**config.mk**
```make
export PLATFORM = sky130hd
export DESIGN_NAME = logic_or_window
export DESIGN_NICKNAME = d
export VERILOG_FILES = /design/src/rtl/logic_or_window.sv
export SDC_FILE = /design/constraint.sdc
export NUM_CORES = 1
export LEC_CHECK = 0
export CAP_MARGIN = 20
export CORE_ASPECT_RATIO = 1.1
export CORE_UTILIZATION = 50
export CTS_BUF_LIST = sky130_fd_sc_hd__clkbuf_8
export CTS_CLUSTER_DIAMETER = 40
export DETAILED_ROUTE_END_ITERATION = 10
export GPL_ROUTABILITY_DRIVEN = 0
export PLACE_DENSITY = 0.84
export SKIP_CTS_REPAIR_TIMING = 1
export SYNTH_ARGS = -nofsm -noshare
export SYNTH_HDL_FRONTEND = slang
export SYNTH_SLANG_ARGS = --single-unit
```
**constraint.sdc**
```tcl
create_clock -name clk -period 1.95 [get_ports clk]
set_input_delay 0.585 -clock clk [delete_from_list [all_inputs] [get_ports clk]]
set_output_delay 0.585 -clock clk [all_outputs]
set_load 0.01 [all_outputs]
```
**src/rtl/logic_or_window.sv**
```systemverilog
// Windowed sampler of the OR-gate stage output: sticky OR, ones count, rise count, first-one index.
// Latency: results and a one-cycle done pulse appear the cycle after the WINDOW-th accepted sample.
// Backpressure: none; in_valid=0 cycles are skipped, start is ignored while a window is in flight.
module logic_or_window #(
  parameter int WINDOW = 8,
  parameter int CNT_W  = 4
) (
  input  logic             clk,
  input  logic             rst,
  input  logic             start,
  input  logic             in_valid,
  input  logic             in_bit,
  output logic             busy,
  output logic             done,
  output logic             any_one,
  output logic [CNT_W-1:0] ones_cnt,
  output logic [CNT_W-1:0] rise_cnt,
  output logic [CNT_W-1:0] first_idx
);

  typedef enum logic [1:0] {
    S_IDLE  = 2'd0,
    S_ACCUM = 2'd1,
    S_DONE  = 2'd2
  } state_t;

  // All-ones doubles as the "no 1 seen" marker; WINDOW <= 2^CNT_W-1 keeps it distinct from any index.
  localparam logic [CNT_W-1:0] ALL_ONES = '1;
  localparam logic [CNT_W-1:0] LAST_IDX = CNT_W'(WINDOW - 1);

  state_t state_q, state_d;

  logic [CNT_W-1:0] idx_q, idx_d;
  logic             acc_or_q, acc_or_d;
  logic [CNT_W-1:0] acc_ones_q, acc_ones_d;
  logic [CNT_W-1:0] acc_rise_q, acc_rise_d;
  logic [CNT_W-1:0] acc_first_q, acc_first_d;
  logic             prev_q, prev_d;

  logic             res_or_q, res_or_d;
  logic [CNT_W-1:0] res_ones_q, res_ones_d;
  logic [CNT_W-1:0] res_rise_q, res_rise_d;
  logic [CNT_W-1:0] res_first_q, res_first_d;

  logic             accept;
  logic             last_sample;
  logic             launch;

  // Accumulator values including the current sample, used both for the
  // running update and for the result load on the final sample.
  logic             or_step;
  logic [CNT_W-1:0] ones_step;
  logic [CNT_W-1:0] rise_step;
  logic [CNT_W-1:0] first_step;

  assign accept      = (state_q == S_ACCUM) && in_valid;
  assign last_sample = accept && (idx_q == LAST_IDX);
  assign launch      = ((state_q == S_IDLE) || (state_q == S_DONE)) && start;

  assign or_step    = acc_or_q | in_bit;
  assign ones_step  = acc_ones_q + {{(CNT_W-1){1'b0}}, in_bit};
  assign rise_step  = acc_rise_q + {{(CNT_W-1){1'b0}}, (in_bit & ~prev_q)};
  assign first_step = (in_bit && (acc_first_q == ALL_ONES)) ? idx_q : acc_first_q;

  // State and datapath registers; reset discards any in-flight window.
  always_ff @(posedge clk) begin
    if (rst) begin
      state_q     <= S_IDLE;
      idx_q       <= '0;
      acc_or_q    <= 1'b0;
      acc_ones_q  <= '0;
      acc_rise_q  <= '0;
      acc_first_q <= ALL_ONES;
      prev_q      <= 1'b0;
      res_or_q    <= 1'b0;
      res_ones_q  <= '0;
      res_rise_q  <= '0;
      res_first_q <= ALL_ONES;
    end else begin
      state_q     <= state_d;
      idx_q       <= idx_d;
      acc_or_q    <= acc_or_d;
      acc_ones_q  <= acc_ones_d;
      acc_rise_q  <= acc_rise_d;
      acc_first_q <= acc_first_d;
      prev_q      <= prev_d;
      res_or_q    <= res_or_d;
      res_ones_q  <= res_ones_d;
      res_rise_q  <= res_rise_d;
      res_first_q <= res_first_d;
    end
  end

  // Next-state logic: start only honoured outside ACCUM, DONE lasts one cycle.
  always_comb begin
    state_d = state_q;
    case (state_q)
      S_IDLE:  if (start) state_d = S_ACCUM;
      S_ACCUM: if (last_sample) state_d = S_DONE;
      S_DONE:  state_d = start ? S_ACCUM : S_IDLE;
      default: state_d = S_IDLE;
    endcase
  end

  // Accumulators clear on window launch and step on each accepted sample.
  always_comb begin
    idx_d       = idx_q;
    acc_or_d    = acc_or_q;
    acc_ones_d  = acc_ones_q;
    acc_rise_d  = acc_rise_q;
    acc_first_d = acc_first_q;
    prev_d      = prev_q;
    if (launch) begin
      idx_d       = '0;
      acc_or_d    = 1'b0;
      acc_ones_d  = '0;
      acc_rise_d  = '0;
      acc_first_d = ALL_ONES;
      prev_d      = 1'b0;
    end else if (accept) begin
      idx_d       = idx_q + 1'b1;
      acc_or_d    = or_step;
      acc_ones_d  = ones_step;
      acc_rise_d  = rise_step;
      acc_first_d = first_step;
      prev_d      = in_bit;
    end
  end

  // Results load only on the final sample, so they hold across start and idle cycles.
  always_comb begin
    res_or_d    = res_or_q;
    res_ones_d  = res_ones_q;
    res_rise_d  = res_rise_q;
    res_first_d = res_first_q;
    if (last_sample) begin
      res_or_d    = or_step;
      res_ones_d  = ones_step;
      res_rise_d  = rise_step;
      res_first_d = first_step;
    end
  end

  // Output decode: status flags straight from the state register.
  always_comb begin
    busy      = (state_q == S_ACCUM);
    done      = (state_q == S_DONE);
    any_one   = res_or_q;
    ones_cnt  = res_ones_q;
    rise_cnt  = res_rise_q;
    first_idx = res_first_q;
  end

endmodule

```
==> metrics.csv <==
metric,value,unit
core,0.00257,mm^2
dpl.hpwl,2.32,mm
htreeDepth,2,
path_delay_family,buffers and inverters,
initial_core_util,54.6,%
worstMarginPinSlew,0.335,ns
vias,1262,
crit_arrival,1.18,ns
grt_pass1_vias,1208,
reg2reg_from,idx_q[0],
pin_count,20,
clockRootBuffer,clkbuf_8,
hold_violations,0,
clk_pin_slew,0.06,ns
viasPerCell,5.68,
syn-instance-count,159,
path_cells,clkdlybuf4s50_1,
total_power,1260,uW
fmax,568,MHz
setup_violations,0,
rows,19,
grt_pass1_wl,5.24,mm
fin_crit_sh,90.3,%
post-route-util,69.4,%
hold_path_class,register to register,
cts_buffers,5,
vdd.ir_drop.worst,0.640,mV
area_growth,27.2,%
synth_edf_count,0,
yosysSeqAreaShare,47.1,%
pwr-share-seq,54.5,%
powerDensity,709,mW/mm^2
routedWlPerCell,14.2,um
cap_viol_max_count,0,
cpPeakStageDelay,0.55,ns
path_class,register to output port,
slew_viol_final,0,
nets,200,
worstPathRequired,1.36,ns
slew_headroom,77.4,%
ys_warn_count,0,
ys_top_cells_by_area,"dfxtp_1 47%, a21oi_1 8.2%, o21ai_0 5.4%",
placed_cell_area,0.00169,mm^2
placed_cells,214,
antennaDiodeCount,0,
syn_nets,169,
worstHoldStart,acc_ones_q[0],
drc,0,
p_leak,0.000694,uW
fin_crit,1.76,ns
status,completed,
worstSetupStartpointType,register,
rsz0062_at_grt,no,
drt_iter0_drc,18,
io_buffers,19,
clock-sinks,33,
worst-path-buf-inv,1,
die_w,52.5,um
yosysTopAreaCell,dfxtp_1,
antenna_found_initial,0,
intPower,965,uW
synthDistinctLibCells,28,
syn_avg_cell_area,8.81,um^2
holdPathStages,2,
insertion_delay,0.29,ns
async_flop_share,0,%
end_kind,output port,
ant_nets,0,
cts_max_path_buffers,2,
cts_tree,built,
synth_top_area_share,47.1,%
yosysMostFrequentCell,dfxtp_1,
synth-seq-cells,33,
grt_max_degree,15,
ff2ff_setup_slack,0.40,ns
syn_area,0.00140,mm^2
die_h,57.5,um
reg2reg_to,first_idx[3],
fin_skew,0.00617,ns
groute.usage.overall,24.5,%
p_sw_share,23.7,%
final_area,0.00178,mm^2
reg2reg_depth,5,
hold_slack,0.460,ns
worstPathMaxFanout,2,
drt-total-wl,3.16,mm
fin_cells,222,
combPwrFrac,8.4,%
synthTopCellsByCount,"33 x dfxtp_1, 23 x a21oi_1, 16 x nand2_1, 15 x o21ai_0, 8 x nand3_1",
drt-pass1-iter-count,4,
p_sw,299,uW
slowest_stage,clkdlybuf4s50_1,
die_area,0.00302,mm^2
grt.overflow.total,0,
power.share.clock,37.1,%
hold_end,acc_ones_q[0],
synthFlopType,dfxtp_1,
layout-drive-gt1-share,12.6,%
placed cells by master, fill, tap and decap left out, drive strengths merged, types with 2 or more instances in the layout:
cell	synthesis	routed
dfxtp	33	33
a21oi	23	23
nand2	16	16
clkdlybuf4s50	0	16
o21ai	15	15
buf	6	14
inv	6	9
nand3	8	8
nor2	7	7
or3	6	6
a211oi	5	5
ha	5	5
clkbuf	3	5
o211ai	4	4
o31ai	3	3
xnor2	3	3
o41ai	3	3
dlymetal6s2s	0	3
nor2b	3	3
xor2	2	2
metal layers:
metal / GRT usage (%) / up-vias / wire [um]
li1: - / 629 / -
met1: 27.4 / 602 / 1350
met2: 40.3 / 21 / 1590
met3: 9.33 / 10 / 131
met4: 11.3 / 0 / 91
met5: 0 / - / 0
per-stage QoR:
stage	setup WS [ns]	TNS (ns)
final	0.190	0
after global routing	0.158	0
after CTS	-0.0441	-0.0441
after detailed placement	-0.246	-1.72
after global placement	-0.189	-0.892
after floorplan	0.360	0
tightest hold or removal path, cell delays in order, from the launching register on:
cell,delay [ns]
dfxtp_1,0.31
nand2_1,0.05
a21oi_1,0.05
layout make-up:
class,count,area [um^2]
Multi-Input combinational cell,111,664
Fill cell,218,785
Clock buffer,5,68.8
Clock inverter,3,11.3
Sequential cell,33,662
Timing Repair Buffer,33,315
Tap cell,31,38.8
Inverter,6,22.5
cells by family after synthesis:
| group | share of synthesized area [%] |
|---|---|
| XOR/XNOR | 3.13 |
| adder cells (fa/ha/maj) | 4.46 |
| flip-flops | 47.1 |
| buffers and inverters | 5.89 |
| AO/OA/AOI/OAI | 21.9 |
| AND/OR/NAND/NOR | 17.5 |
how the worst max path moves through the flow:
stage	depth (start not counted)	endpoint	from	slack, ns
6_report	1	any_one	any_one	0.19
5_1_grt	1	ones_cnt[3]	ones_cnt[3]	0.16
4_1_cts	3	busy	state_q[0]	-0.04
3_5_place_dp	7	acc_rise_q[2]	in_bit	-0.25
3_3_place_gp	7	acc_rise_q[2]	in_bit	-0.19
2_1_floorplan	6	acc_rise_q[2]	in_bit	0.36
state kept, by name, indices dropped and copies added, names as in the netlist, 2 cells and up:
register	cells
state_q	2
acc_first_q	4
rise_cnt	4
acc_ones_q	4
idx_q	4
acc_rise_q	4
first_idx	4
ones_cnt	4
power groups by stage:
| stage | logic, uW | registers, uW | clock network, uW |
|---|---|---|---|
| after CTS | 105 | 688 | 484 |
| after detailed placement | 105 | 703 | 0 |
| after floorplan | 62.9 | 701 | 0 |
| after global routing | 116 | 689 | 514 |
| after global placement | 100 | 702 | 0 |
| final | 106 | 689 | 469 |
(Power assumes the default switching activity.)
